**config.mk**
```make
export PLATFORM = sky130hd
export DESIGN_NAME = bus_arbiter
export DESIGN_NICKNAME = d
export VERILOG_FILES = /design/src/rtl/bus_arbiter_pkg.sv /design/src/rtl/arb_watchdog.sv /design/src/rtl/bus_arbiter.sv
export SDC_FILE = /design/constraint.sdc
export NUM_CORES = 1
export LEC_CHECK = 0
export ABC_AREA = 1
export CAP_MARGIN = 20
export CELL_PAD_IN_SITES_DETAIL_PLACEMENT = 0
export CELL_PAD_IN_SITES_GLOBAL_PLACEMENT = 1
export CORE_UTILIZATION = 25
export CTS_CLUSTER_DIAMETER = 150
export DETAILED_ROUTE_END_ITERATION = 7
export GPL_TIMING_DRIVEN = 1
export PLACE_DENSITY_LB_ADDON = 0.25
export SYNTH_ARGS = -nofsm -noshare
export SYNTH_HDL_FRONTEND = slang
export SYNTH_HIERARCHICAL = 1
export SYNTH_SLANG_ARGS = --single-unit
export TNS_END_PERCENT = 1
```
**constraint.sdc**
```tcl
create_clock -name clk -period 9 [get_ports clk]
set_input_delay 1.8 -clock clk [delete_from_list [all_inputs] [get_ports clk]]
set_output_delay 1.8 -clock clk [all_outputs]
set_load 0.01 [all_outputs]
```
**src/rtl/bus_arbiter_pkg.sv**
```systemverilog
`default_nettype none
// +--------------------------------------------------------------------------+
// | Module      : bus_arbiter_pkg                                            |
// | Description : Shared definitions for the ibus/dbus memory arbiter:       |
// |               FSM state and owner encodings, default bus widths and the  |
// |               word returned to a requester whose access timed out.       |
// | Revision    : 1.0 - initial release                                      |
// +--------------------------------------------------------------------------+
package bus_arbiter_pkg;

   // Default bus widths of the core's memory interface.
   localparam int c_ADDR_BUS_W = 32;
   localparam int c_DATA_BUS_W = 32;
   localparam int c_BYTE_WEN_W = c_DATA_BUS_W / 8;

   // Marker word loaded into the owner's read-data register on a timeout.
   localparam logic [31:0] c_TIMEOUT_ERR = 32'hDEADBEEF;

   typedef enum logic [1:0] {
      ARB_IDLE = 2'd0,
      ARB_REQ  = 2'd1,
      ARB_WAIT = 2'd2,
      ARB_DONE = 2'd3
   } arb_state_t;

   typedef enum logic [1:0] {
      OWN_NONE = 2'd0,
      OWN_I    = 2'd1,
      OWN_D    = 2'd2
   } arb_owner_t;

endpackage : bus_arbiter_pkg
`default_nettype wire

```
**src/rtl/arb_watchdog.sv**
```systemverilog
`default_nettype none
// +--------------------------------------------------------------------------+
// | Module      : arb_watchdog                                               |
// | Description : Transaction watchdog for bus_arbiter. Counts cycles while  |
// |               a transaction is active and flags expiry on the last       |
// |               allowed cycle. Only instantiated with ARB_TIMEOUT_EN.      |
// | Ports       : clk, rst      - clock, async active-high reset             |
// |               i_run         - transaction in progress (REQ or WAIT)      |
// |               o_expired     - this is cycle TIMEOUT_CYC-1 of the access  |
// | Revision    : 1.0 - initial release                                      |
// +--------------------------------------------------------------------------+
module arb_watchdog #(
   parameter int TIMEOUT_CYC = 256
) (
   input  logic clk,
   input  logic rst,
   input  logic i_run,
   output logic o_expired
);

   localparam int c_CNT_W = (TIMEOUT_CYC > 2) ? $clog2(TIMEOUT_CYC) : 1;
   localparam logic [c_CNT_W-1:0] c_LAST = c_CNT_W'(TIMEOUT_CYC - 1);

   logic [c_CNT_W-1:0] r_cnt;

   // Held at zero whenever no transaction is active, so every entry to REQ
   // starts a fresh count. Saturates at the last value.
   always_ff @(posedge clk or posedge rst) begin
      if (rst) begin
         r_cnt <= '0;
      end else if (!i_run) begin
         r_cnt <= '0;
      end else if (r_cnt != c_LAST) begin
         r_cnt <= r_cnt + c_CNT_W'(1);
      end
   end

   assign o_expired = i_run && (r_cnt == c_LAST);

endmodule : arb_watchdog
`default_nettype wire

```
**src/rtl/bus_arbiter.sv**
```systemverilog
`default_nettype none
// +--------------------------------------------------------------------------+
// | Module      : bus_arbiter                                                |
// | Description : Shares one single-port memory interface between the        |
// |               instruction bus and the data bus. One transaction is       |
// |               outstanding at a time; dbus wins over ibus. Requesters     |
// |               stall until their own DONE cycle.                          |
// | Option      : ARB_TIMEOUT_EN - abort an access after TIMEOUT_CYC cycles  |
// |               in REQ/WAIT, return 0xDEADBEEF and pulse bus_err.          |
// | Ports       : ibus_*  - fetch request, fetched word, fetch stall         |
// |               dbus_*  - load/store request, load data, data stall        |
// |               mem_*   - latched request to memory, gnt/rvalid/rdata back |
// |               bus_err - timeout pulse (constant 0 without the option)    |
// | Revision    : 1.0 - initial release                                      |
// +--------------------------------------------------------------------------+
module bus_arbiter
   import bus_arbiter_pkg::*;
#(
   parameter int ADDR_W      = c_ADDR_BUS_W,
   parameter int DATA_W      = c_DATA_BUS_W,
   parameter int TIMEOUT_CYC = 256
) (
   input  logic                clk,
   input  logic                rst,
   input  logic                ibus_en,
   input  logic [ADDR_W-1:0]   ibus_addr,
   output logic [DATA_W-1:0]   ibus_rdata,
   output logic                ibus_stall,
   input  logic                dbus_en,
   input  logic [ADDR_W-1:0]   dbus_addr,
   input  logic [DATA_W/8-1:0] dbus_wen,
   input  logic [DATA_W-1:0]   dbus_wdata,
   output logic [DATA_W-1:0]   dbus_rdata,
   output logic                dbus_stall,
   output logic                mem_req,
   output logic [ADDR_W-1:0]   mem_addr,
   output logic [DATA_W/8-1:0] mem_wen,
   output logic [DATA_W-1:0]   mem_wdata,
   input  logic                mem_gnt,
   input  logic                mem_rvalid,
   input  logic [DATA_W-1:0]   mem_rdata,
   output logic                bus_err
);

   localparam int c_WEN_W = DATA_W / 8;

   arb_state_t          r_state;
   arb_state_t          w_state_nxt;
   arb_owner_t          r_owner;
   logic [ADDR_W-1:0]   r_addr;
   logic [c_WEN_W-1:0]  r_wen;
   logic [DATA_W-1:0]   r_wdata;
   logic [DATA_W-1:0]   r_ibus_rdata;
   logic [DATA_W-1:0]   r_dbus_rdata;
   logic [DATA_W-1:0]   w_load_data;
   logic                w_active;
   logic                w_complete;
   logic                w_expired;
   logic                w_timeout;

   assign w_active = (r_state == ARB_REQ) || (r_state == ARB_WAIT);

   // rvalid only counts while a transaction is live; in REQ it must come
   // together with the grant. Stray rvalids in IDLE/DONE fall through here.
   assign w_complete = ((r_state == ARB_REQ)  && mem_gnt && mem_rvalid) ||
                       ((r_state == ARB_WAIT) && mem_rvalid);

   // A real completion in the expiry cycle wins over the abort.
   assign w_timeout  = w_active && w_expired && !w_complete;

   // ---------------------------------------------------------------------
   // FSM
   // ---------------------------------------------------------------------
   always_ff @(posedge clk or posedge rst) begin
      if (rst) begin
         r_state <= ARB_IDLE;
      end else begin
         r_state <= w_state_nxt;
      end
   end

   always_comb begin
      w_state_nxt = r_state;
      case (r_state)
         ARB_IDLE: begin
            if (ibus_en || dbus_en) begin
               w_state_nxt = ARB_REQ;
            end
         end
         ARB_REQ: begin
            if (w_complete || w_timeout) begin
               w_state_nxt = ARB_DONE;
            end else if (mem_gnt) begin
               w_state_nxt = ARB_WAIT;
            end
         end
         ARB_WAIT: begin
            if (w_complete || w_timeout) begin
               w_state_nxt = ARB_DONE;
            end
         end
         ARB_DONE: begin
            w_state_nxt = ARB_IDLE;
         end
         default: begin
            w_state_nxt = ARB_IDLE;
         end
      endcase
   end

   // ---------------------------------------------------------------------
   // Request latch and read-data capture
   // ---------------------------------------------------------------------
   always_ff @(posedge clk or posedge rst) begin
      if (rst) begin
         r_owner      <= OWN_NONE;
         r_addr       <= '0;
         r_wen        <= '0;
         r_wdata      <= '0;
         r_ibus_rdata <= '0;
         r_dbus_rdata <= '0;
      end else begin
         // Arbitration happens only in IDLE; dbus holds the older
         // instruction, so it goes first.
         if (r_state == ARB_IDLE) begin
            if (dbus_en) begin
               r_owner <= OWN_D;
               r_addr  <= dbus_addr;
               r_wen   <= dbus_wen;
               r_wdata <= dbus_wdata;
            end else if (ibus_en) begin
               r_owner <= OWN_I;
               r_addr  <= ibus_addr;
               r_wen   <= '0;
               r_wdata <= '0;
            end
         end else if (r_state == ARB_DONE) begin
            r_owner <= OWN_NONE;
         end

         // Captured even if the owner already dropped its enable (flush);
         // stores also update dbus_rdata, software ignores it.
         if (w_complete || w_timeout) begin
            if (r_owner == OWN_I) begin
               r_ibus_rdata <= w_load_data;
            end else if (r_owner == OWN_D) begin
               r_dbus_rdata <= w_load_data;
            end
         end
      end
   end

`ifdef ARB_TIMEOUT_EN
   localparam logic [DATA_W-1:0] c_ERR_WORD = DATA_W'(c_TIMEOUT_ERR);

   logic r_bus_err;

   arb_watchdog #(
      .TIMEOUT_CYC (TIMEOUT_CYC)
   ) u_watchdog (
      .clk       (clk),
      .rst       (rst),
      .i_run     (w_active),
      .o_expired (w_expired)
   );

   // Registered alongside the forced DONE transition, so it is high for
   // exactly the DONE cycle.
   always_ff @(posedge clk or posedge rst) begin
      if (rst) begin
         r_bus_err <= 1'b0;
      end else begin
         r_bus_err <= w_timeout;
      end
   end

   assign bus_err     = r_bus_err;
   assign w_load_data = w_timeout ? c_ERR_WORD : mem_rdata;
`else
   logic w_unused_timeout;

   assign w_unused_timeout = (TIMEOUT_CYC == 0);
   assign w_expired        = 1'b0;
   assign bus_err          = 1'b0;
   assign w_load_data      = mem_rdata;
`endif

   // ---------------------------------------------------------------------
   // Outputs
   // ---------------------------------------------------------------------
   // Decoded straight from the state register so reset drops it at once.
   assign mem_req    = (r_state == ARB_REQ);
   assign mem_addr   = r_addr;
   assign mem_wen    = r_wen;
   assign mem_wdata  = r_wdata;
   assign ibus_rdata = r_ibus_rdata;
   assign dbus_rdata = r_dbus_rdata;

   assign ibus_stall = ibus_en && !((r_state == ARB_DONE) && (r_owner == OWN_I));
   assign dbus_stall = dbus_en && !((r_state == ARB_DONE) && (r_owner == OWN_D));

endmodule : bus_arbiter
`default_nettype wire
```
==> flow_summary.ini <==
[timing]
fin_ws_ps = 4260
hold_viol = 0
skew_ps = 8.46
fin_crit_sh_pct = 52.6
slew_violations = 0
fin_setup_tns_ps = 0
slew_headroom_pct = 31.4
min_period_ps = 4740
fmax_mhz = 211
worst_slew_pin_slew_ps = 1030
rsz0062_at_grt = no
setup_viol = 0

[synthesis]
synth_cells = 654
ys_warn_count = 6
synth_edf_count = 0
syn-cell-area_sq_um = 5720
async_flop_share_pct = 100
yosysTopAreaCellShare_pct = 59.5
synth_area_leaders = dfrtp_1 60%, nand2_1 14%, o21ai_0 6.0%
synth_top_flop_cell = dfrtp_1
synth_commonest_cells = 215 x nand2_1, 136 x dfrtp_1, 74 x inv_1, 68 x o21ai_0, 61 x o21ai_1
avgSynthCellArea_sq_um = 8.75
ys_seq_elements = 136
synth_top_area_cell = dfrtp_1
synth_seq_area_share_pct = 59.5
yosysUniqueCellTypes = 21
post-synth-top-count-cell = nand2_1
synth_nets = 797

[final_layout]
fin_cells = 1204
syn2layout_area_growth_pct = 60.1
nets = 1054
regArea_sq_um = 3400
drive_gt1_share_pct = 4.76
fillerInstances = 2238
antenna_cells = 0
final_area_sq_um = 9160
multi_input_area_sq_um = 1800

[routing]
vias_per_cell = 4.12
dr.pass1.iters = 4
wl_per_cell_um = 13.6
ant_nets = 0
wl_mm = 16.4
drc_errors = 0
drtIter0Drc = 164
num_vias = 4955

[run_status]
outcome = complete, no violations

[setup_path]
path_class = in -> out
start_kind = input port
r2r_cells = 9
critPathArrivalTime_ps = 2940
cp_max_fo = 29
cp.required_ps = 7200
cp-end-kind = primary output

[die]
die_w_um = 153
std_cell_rows = 54
start_util_pct = 25.9
die_area_sq_um = 23500
die_h_um = 153
coreArea_sq_um = 22100
ios = 274

[power]
p_leak_nw = 4.36
powerDensity_nw_per_um2 = 328
fin_total_pwr_w = 0.00300
ir_worst_vdd_mv = 0.120

[clock_tree]
cts-root-buf = clkbuf_16
clkTransAtPathRegs_ps = 60
cts-resized-gates = 0
htree_levels = 4
post_cts_buffers = 0
cts_hold_buf = 0
cts_sinks = 136
clockBufferDepth = 2
numCtsBuffers = 17
cts_tree = built
clkLatencyLatePin_ps = 420

[placement]
dpl.cell_count = 1172
portBuffers = 272
placed_area_sq_um = 8590
hpwlAfterDp_mm = 11.2
pre_cts_ws_ps = 4220
gp_congestion = 0.728

[grt]
grt_overflow = 0
antenna_found_initial = 0
grtUsageTotal_pct = 14.8
grt_max_degree = 103
grt_first_pass_wirelength_mm = 27.3
grt_pass1_vias = 4966

[min_path]
hp-class = reg -> reg
whs_path_depth = 2

[job]
drv_cap = 0
## per-stage QoR
| stage | hold WS, ps | utilization [%] |
|---|---|---|
| after floorplan | 489 | - |
| after global placement | 453 | 38.9 |
| after detailed placement | 459 | 38.9 |
| after CTS | 474 | 41.5 |
| after global routing | 494 | 41.5 |
| final | 469 | 41.5 |
## state kept, by name, indices dropped and copies added, names as in the netlist
| name | cells |
|---|---|
| mem_wdata | 32 |
| r_state | 2 |
| dbus_rdata | 32 |
| ibus_rdata | 32 |
| mem_addr | 32 |
| r_owner | 2 |
| mem_wen | 4 |
## final cells by class
type | count | area share (%)
repair buffers | 277 | 30.1
multi-input cells | 404 | 19.6
clock inverters | 14 | 1.37
well taps | 280 | 3.83
inverters | 75 | 3.13
flip-flops and latches | 136 | 37.2
clock buffers | 18 | 4.80
## metal layers
layer  wire, um  GRT usage, %  part of all wire, %
met1       7520          19.0                   46
met2       7250          22.5                   44
met3       1420          6.10                  8.6
met4        240          4.76                  1.5
met5          0             0                    0
## cell usage in the layout, fill, tap and decap left out
cell / n
a21oi_1: 1
buf_2: 1
buf_4: 5
clkbuf_16: 17
clkbuf_8: 1
clkdlybuf4s50_1: 271
clkinv_4: 2
clkinvlp_4: 2
conb_1: 1
dfrtp_1: 136
ha_1: 5
inv_1: 73
inv_2: 1
inv_6: 9
inv_8: 2
nand2_1: 215
nand2_2: 2
nand2_4: 1
nand3_1: 41
nor2_1: 7
o211ai_1: 1
o21ai_0: 68
o21ai_1: 61
o22ai_2: 1
## kinds of logic (layout without fill, tap and decap cells)
group / Yosys count / in the layout / synth area share, %
buffers and inverters: 114 / 384 / 9.04
AO/OA/AOI/OAI: 132 / 132 / 11.7
flip-flops: 136 / 136 / 59.5
other: 1 / 1 / 0.0656
adder cells (fa/ha/maj): 5 / 5 / 1.09
AND/OR/NAND/NOR: 266 / 266 / 18.6
## path summary, 6_finish.rpt
kind | startpoint | to | slack (ps)
worst min-delay path | mem_wdata[29]$_DFFE_PP0P_ | mem_wdata[29]$_DFFE_PP0P_ | 470
min in group asynchronous | rst | dbus_rdata[17]$_DFFE_PP0P_ | 1870
worst max register to register | r_state[0]$_DFFE_PP0P_ | r_owner[1]$_DFFE_PP0P_ | 6620
worst min register to register | mem_wdata[29]$_DFFE_PP0P_ | mem_wdata[29]$_DFFE_PP0P_ | 470
worst max-delay path | dbus_en | dbus_stall | 4260
max in group asynchronous | rst | mem_wdata[17]$_DFFE_PP0P_ | 5890
## worst max-delay path, stage by stage
cell and delay (ps):
buf_2 390, nand2_1 130, inv_1 80, clkdlybuf4s50_1 530
## power by group
part	internal (W)	switching [W]	leakage [nW]
clock	0.000371	0.000298	0.274
combinational	0.000681	0.000604	2.37
sequential	0.000898	0.000150	1.71
total	0.00195	0.00105	4.36
Note: power is estimated with default switching activity, not from simulation.
